`config.mk`:
```
export PLATFORM = sky130hd
export DESIGN_NAME = pkt_sim_scheduler
export DESIGN_NICKNAME = d
export VERILOG_FILES = /design/src/rtl/pkt_sim_pkg.sv /design/src/rtl/pkt_sim_period_timer.sv /design/src/rtl/pkt_sim_scheduler.sv
export SDC_FILE = /design/constraint.sdc
export NUM_CORES = 1
export LEC_CHECK = 0
export CORE_MARGIN = 1
export CORE_UTILIZATION = 40
export DETAILED_ROUTE_END_ITERATION = 8
export SLEW_MARGIN = 5
export SYNTH_ARGS = -nofsm -noshare
export SYNTH_HDL_FRONTEND = slang
export SYNTH_SLANG_ARGS = --single-unit
```
`constraint.sdc`:
```
create_clock -name user_clk -period 2.35 [get_ports user_clk]
set_clock_uncertainty 0.05 [all_clocks]
set_input_delay 0.47 -clock user_clk [delete_from_list [all_inputs] [get_ports user_clk]]
set_output_delay 0.47 -clock user_clk [all_outputs]
set_load 0.005 [all_outputs]
```
`src/rtl/pkt_sim_pkg.sv`:
```
// Shared types, default sizes and the payload-length clamp for the packet simulator.
package pkt_sim_pkg;

    localparam int DATA_W_DEF  = 64;
    localparam int CNT_W_DEF   = 32;
    localparam int MAX_LEN_DEF = 1024;

    typedef enum logic {
        IDLE = 1'b0,
        SEND = 1'b1
    } state_e;

    // A zero length still sends one word so every accepted frame carries an eof.
    function automatic logic [CNT_W_DEF-1:0] clamp_len(
        input logic [CNT_W_DEF-1:0] len,
        input logic [CNT_W_DEF-1:0] max_len
    );
        if (len == '0) begin
            clamp_len = CNT_W_DEF'(1);
        end else if (len > max_len) begin
            clamp_len = max_len;
        end else begin
            clamp_len = len;
        end
    endfunction

endpackage

```
`src/rtl/pkt_sim_period_timer.sv`:
```
// Free-running period timer; trigger pulses in the first enabled cycle and every period after.
module pkt_sim_period_timer #(
    parameter int CNT_W = 32
) (
    input  logic             clk,
    input  logic             rst_n,
    input  logic             enable,
    input  logic             sync_rst,
    input  logic [CNT_W-1:0] period,
    output logic             trigger
);

    logic [CNT_W-1:0] tmr_q;
    logic [CNT_W-1:0] tmr_d;
    logic             running;

    assign running = enable && (period != '0) && !sync_rst;

    always_comb begin
        tmr_d = tmr_q;
        if (!running) begin
            tmr_d = '0;
        end else if (tmr_q >= period - CNT_W'(1)) begin
            // ">=" lets a period shrunk below the current count wrap at once
            tmr_d = '0;
        end else begin
            tmr_d = tmr_q + CNT_W'(1);
        end
    end

    always_ff @(posedge clk or negedge rst_n) begin
        if (!rst_n) begin
            tmr_q <= '0;
        end else begin
            tmr_q <= tmr_d;
        end
    end

    assign trigger = running && (tmr_q == '0);

endmodule

```
`src/rtl/pkt_sim_scheduler.sv`:
```
// Packet-simulator controller: emits one frame of {seq, index} words per period into the TGE port.
module pkt_sim_scheduler
    import pkt_sim_pkg::*;
#(
    parameter int DATA_W  = DATA_W_DEF,
    parameter int CNT_W   = CNT_W_DEF,
    parameter int MAX_LEN = MAX_LEN_DEF
) (
    input  logic              user_clk,
    input  logic              user_rst_n,
    input  logic              pkt_sim_enable,
    input  logic              pkt_sim_rst,
    input  logic [CNT_W-1:0]  pkt_sim_period,
    input  logic [CNT_W-1:0]  pkt_sim_payload_len,
    input  logic              tx_afull,
    output logic [DATA_W-1:0] tx_data,
    output logic              tx_valid,
    output logic              tx_end_of_frame,
    output logic [CNT_W-1:0]  pkt_count,
    output logic [CNT_W-1:0]  skip_count,
    output logic              busy
);

    logic trigger;
    logic accept;
    logic skip;

    state_e            state_q, state_d;
    logic [CNT_W-1:0]  len_q, len_d;
    logic [CNT_W-1:0]  seq_q, seq_d;
    logic [CNT_W-1:0]  idx_q, idx_d;
    logic [DATA_W-1:0] tx_data_q, tx_data_d;
    logic              tx_valid_q, tx_valid_d;
    logic              tx_eof_q, tx_eof_d;
    logic [CNT_W-1:0]  pkt_count_q, pkt_count_d;
    logic [CNT_W-1:0]  skip_count_q, skip_count_d;
    logic [CNT_W-1:0]  len_clamped;

    pkt_sim_period_timer #(.CNT_W(CNT_W)) u_timer (
        .clk      (user_clk),
        .rst_n    (user_rst_n),
        .enable   (pkt_sim_enable),
        .sync_rst (pkt_sim_rst),
        .period   (pkt_sim_period),
        .trigger  (trigger)
    );

    assign len_clamped = clamp_len(pkt_sim_payload_len, CNT_W'(MAX_LEN));
    // Backpressure is only consulted at frame start; a running frame always finishes.
    assign accept = trigger && (state_q == IDLE) && !tx_afull;
    assign skip   = trigger && ((state_q == SEND) || tx_afull);

    always_comb begin
        state_d      = state_q;
        len_d        = len_q;
        seq_d        = seq_q;
        idx_d        = idx_q;
        tx_data_d    = tx_data_q;
        tx_valid_d   = 1'b0;
        tx_eof_d     = 1'b0;
        pkt_count_d  = pkt_count_q;
        skip_count_d = skip_count_q;

        case (state_q)
            IDLE: begin
                if (accept) begin
                    len_d      = len_clamped;
                    seq_d      = pkt_count_q;
                    idx_d      = CNT_W'(1);
                    tx_valid_d = 1'b1;
                    tx_data_d  = {pkt_count_q, {CNT_W{1'b0}}};
                    tx_eof_d   = (len_clamped == CNT_W'(1));
                    state_d    = SEND;
                end
            end
            SEND: begin
                // The word being presented now is the last one: drop back to idle.
                if (tx_eof_q) begin
                    state_d = IDLE;
                end else begin
                    tx_valid_d = 1'b1;
                    tx_data_d  = {seq_q, idx_q};
                    tx_eof_d   = (idx_q == len_q - CNT_W'(1));
                    idx_d      = idx_q + CNT_W'(1);
                end
            end
            default: state_d = IDLE;
        endcase

        if (pkt_sim_rst) begin
            pkt_count_d  = '0;
            skip_count_d = '0;
        end else begin
            if (accept) pkt_count_d  = pkt_count_q + CNT_W'(1);
            if (skip)   skip_count_d = skip_count_q + CNT_W'(1);
        end
    end

    always_ff @(posedge user_clk or negedge user_rst_n) begin
        if (!user_rst_n) begin
            state_q      <= IDLE;
            len_q        <= '0;
            seq_q        <= '0;
            idx_q        <= '0;
            tx_data_q    <= '0;
            tx_valid_q   <= 1'b0;
            tx_eof_q     <= 1'b0;
            pkt_count_q  <= '0;
            skip_count_q <= '0;
        end else begin
            state_q      <= state_d;
            len_q        <= len_d;
            seq_q        <= seq_d;
            idx_q        <= idx_d;
            tx_data_q    <= tx_data_d;
            tx_valid_q   <= tx_valid_d;
            tx_eof_q     <= tx_eof_d;
            pkt_count_q  <= pkt_count_d;
            skip_count_q <= skip_count_d;
        end
    end

    assign tx_data         = tx_data_q;
    assign tx_valid        = tx_valid_q;
    assign tx_end_of_frame = tx_eof_q;
    assign pkt_count       = pkt_count_q;
    assign skip_count      = skip_count_q;
    assign busy            = (state_q == SEND);

endmodule

```
==> implementation parameters, run 1 <==
Parameter                              Value

Global route
  Global-route usage over all layers    25.43%
  Number of global-route vias before repair    13960
  Leftover overflow at the end of global routing    0
  First-pass GRT wire length    between 70000 and 80000 um
  Number of antenna violations at the first check in global routing    1
  Pin count of the biggest net entering global routing    66

Worst setup path
  Crit-path max cell delay    around 0.46 ns
  CP max-delay cell    sky130_fd_sc_hd__or4_4
  Crit path kind    primary input to flop
  Depth of the worst register-to-register path    11
  Worst endpoint required time    around 2.8 ns
  Count of buffer and inverter cells on the critical path    4
  Maximum fanout count along the critical path    8
  Cell chain of the critical path    dlygate4sd2_1 > inv_1 > ha_1 > nand3_1 > or2_4 > or4_4 > nor2_4 > nand2_1 > xor2_1 > ha_1 > a21o_1 > a21oi_2 > o211ai_1 > nor2_2 > buf_6 > buf_8 > nand2_4 > a21oi_2
  Crit-path leading delay family    simple AND/OR/NAND/NOR gates
  Critical path arrival    around 3.7 ns
  CP Depth    18
  Critical path capture point type    flop
  Startpoint type of the worst setup path    primary input

Synthesis
  Post-Syn Area    14200 um2
  Yosys warning count    0
  Proportion of synthesized flip-flops having asynchronous set or reset    100.0%
  Most common library cells after synthesis    sky130_fd_sc_hd__nand2_1, sky130_fd_sc_hd__dfrtp_1, sky130_fd_sc_hd__nor2_1
  Synth top area cells    sky130_fd_sc_hd__dfrtp_1, sky130_fd_sc_hd__nand2_1, sky130_fd_sc_hd__xnor2_1, sky130_fd_sc_hd__xor2_1, sky130_fd_sc_hd__ha_1
  Post-synth top area share    45.47%
  Number of distinct library cells after synthesis    66
  Most numerous cell in the Yosys netlist    sky130_fd_sc_hd__nand2_1
  Number of synthesized flops with an enable pin    0
  Syn avg cell area    slightly below 9 um2
  Sequential element share of the synthesized area    45.47%
  Synth Net Count    1695
  Yosys reg bits    258
  Ys flop type    sky130_fd_sc_hd__dfrtp_1
  Number of instances in the synthesized netlist    between 1500 and 2000
  Cell type with the highest aggregate area in the netlist    sky130_fd_sc_hd__dfrtp_1

Pwr
  Maximum vdd drop    approximately 0.57 mV
  Final Power    0.01485 W
  Leakage dissipation    ~11 nW
  P per Cell Area    641.1 nW/um2

Drt
  Wire per inst    18.55 um
  Via count    13790
  Detailed-route DRC error count    0
  Drt pass-1 iters    7
  Number of antenna-violating nets in the routed design    0
  Drt initial violations    734
  Via-to-Cell Ratio    5.351
  Detailed Route WL    47820 um

Clock network
  CTS tree    yes
  Source-to-sink clock delay at the later pin of the worst-skew pair    around 0.57 ns
  Clock sink total    258
  Number of clock buffers inserted by TritonCTS    30
  H-tree level count    1
  CTS Buffer Depth    3
  Clock root buffer    sky130_fd_sc_hd__clkbuf_16
  Clock transition at the registers of the reported paths    ~0.060 ns

Die
  Die Y-Extent    190.4 um
  Top-Level Pins    200
  Initial Util    about two fifths
  Core Area    ~35000 um2
  Die outline area    around 36000 um2
  Die outline width    190.4 um
  Row cnt    68

Final layout
  Post-route cell area    between 20000 and 25000 um2
  Final cell utilization of the core    66.71%
  Fillers    2680
  Area of the multi-input gates    a little over 9000 um2
  Net total in the final layout    2208
  Sequential Area    6459 um2
  Fraction of layout instances using a drive strength above 1    38.03%
  Post-synthesis to final-layout area growth    63.10%

Timing
  Highest clock rate    0.3103 GHz
  Worst-margin pin slew    0.7959 ns
  Final Hold Vio Count    0
  Final slew viol count    0
  Minimum clock period after layout    3.223 ns
  Crit path setup slack, layout    -0.8731 ns
  Final setup violation count    257
  Tightest slew margin relative to the limit    46.94%
  Setup repair after global routing missed its margin    yes
  Post-route fraction of the period consumed by the critical path    137.2%
  Final setup TNS    -77.85 ns
  Worst Hold Margin    0.3408 ns

Outcome
  Violated checks    negative setup slack
  Run status    finished with violations

Run
  Max-cap violation count    0

Placed design
  Placer congestion estimate    0.8501
  Total half-perimeter wirelength after legalization and detailed placement    ~30000 um
  Port Buffers    199
  Dpl cell area    18730 um2

Worst hold path
  Worst min path class    primary input to async pin
## area by class of cell
type | count | area share, %
Sequential cell | 258 | 27.89
Antenna cell | 1 | 0.01081
Multi-Input combinational cell | 1217 | 39.73
Clock buffer | 36 | 3.469
Tap cell | 455 | 2.458
Inverter | 31 | 0.5133
Clock inverter | 19 | 0.8644
Timing Repair Buffer | 561 | 25.07
## registers in the layout (all words and copies together), names as in the netlist
name	count
pkt_count	32
idx_q	32
skip_count	32
tx_valid	1
seq_q	32
tx_end_of_frame	1
tx_data	64
u_timer.tmr_q	32
len_q	32
## layer usage
metal / GRT usage, % / up-vias / wire length [um] / part of all wire, %
li1: - / 6528 / - / -
met1: 33.25 / 6858 / 20440 / 43
met2: 42.99 / 328 / 24080 / 50
met3: 3.662 / 80 / 1990 / 4.2
met4: 8.492 / 0 / 1303 / 2.7
met5: 0 / - / 0 / 0
## layout by cell type, fill, tap and decap left out, types with 37 or more instances in the layout
cell type and instances:
sky130_fd_sc_hd__dfrtp_1 256, sky130_fd_sc_hd__buf_4 248, sky130_fd_sc_hd__clkdlybuf4s50_1 169, sky130_fd_sc_hd__nand2_1 133
sky130_fd_sc_hd__nand2_2 110, sky130_fd_sc_hd__nor2_1 102, sky130_fd_sc_hd__xnor2_1 94, sky130_fd_sc_hd__xor2_1 73
sky130_fd_sc_hd__nand3_1 71, sky130_fd_sc_hd__nand2_4 59, sky130_fd_sc_hd__buf_6 45, sky130_fd_sc_hd__nand4_1 40
sky130_fd_sc_hd__a21oi_2 40, sky130_fd_sc_hd__ha_1 38, sky130_fd_sc_hd__mux2i_1 37, sky130_fd_sc_hd__clkbuf_16 37
## repair_timing
item / 4_1_cts / 5_1_grt
gates cloned: 27 / 7
pin swaps: 93 / 136
hold buffers: 1 / 0
gates resized for setup: 321 / 347
buffers inserted: 68 / 35
setup endpoints to repair: 260 / 260
hold endpoints to repair: 35 / 0
## path summary, 6_finish.rpt
path,startpoint,to,slack [ns]
max in group asynchronous,user_rst_n,skip_count[28],1.22
min reg2reg,seq_q[30],seq_q[30],0.42
max,pkt_sim_period[1],u_timer.tmr_q[6],-0.87
min,user_rst_n,tx_data[11],0.34
min in group user_clk,seq_q[30],seq_q[30],0.42
max reg2reg,u_timer.tmr_q[0],pkt_count[26],-0.30
## stage by stage
stage               std cells  worst slack, ns
global route             2578           -1.019
CTS                      2561          -0.8117
floorplan                1586           -1.058
global placement         2415           -1.786
finish                   2578          -0.8731
detailed placement       2415           -1.866
## power breakdown
part           internal [W]  leakage [nW]  switching [W]
sequential          0.00480          3.54       0.000355
clock               0.00277         0.480        0.00200
combinational       0.00256          6.78        0.00237
total                0.0101          10.8        0.00472
## kinds of logic after synthesis
kind of cell	count (synthesis)	share of synthesized area, %
buf+inv	113	3.243
fa+ha+maj	40	3.525
mux	39	2.758
xor+xnor	174	10.73
compound gates	184	7.772
flops	258	45.47
simple gates	778	26.50
(Power assumes the default switching activity.)
==> run 2: changes to the inputs <==
--- a/config.mk
+++ b/config.mk
@@ -5,6 +5,7 @@
 export SDC_FILE = /design/constraint.sdc
 export NUM_CORES = 1
 export LEC_CHECK = 0
+export ABC_CLOCK_PERIOD_IN_PS = 2350
 export CORE_MARGIN = 1
 export CORE_UTILIZATION = 40
 export DETAILED_ROUTE_END_ITERATION = 8
==> results of run 2 <==
The final DEF is identical to that of run 1; final timing and power are the same.
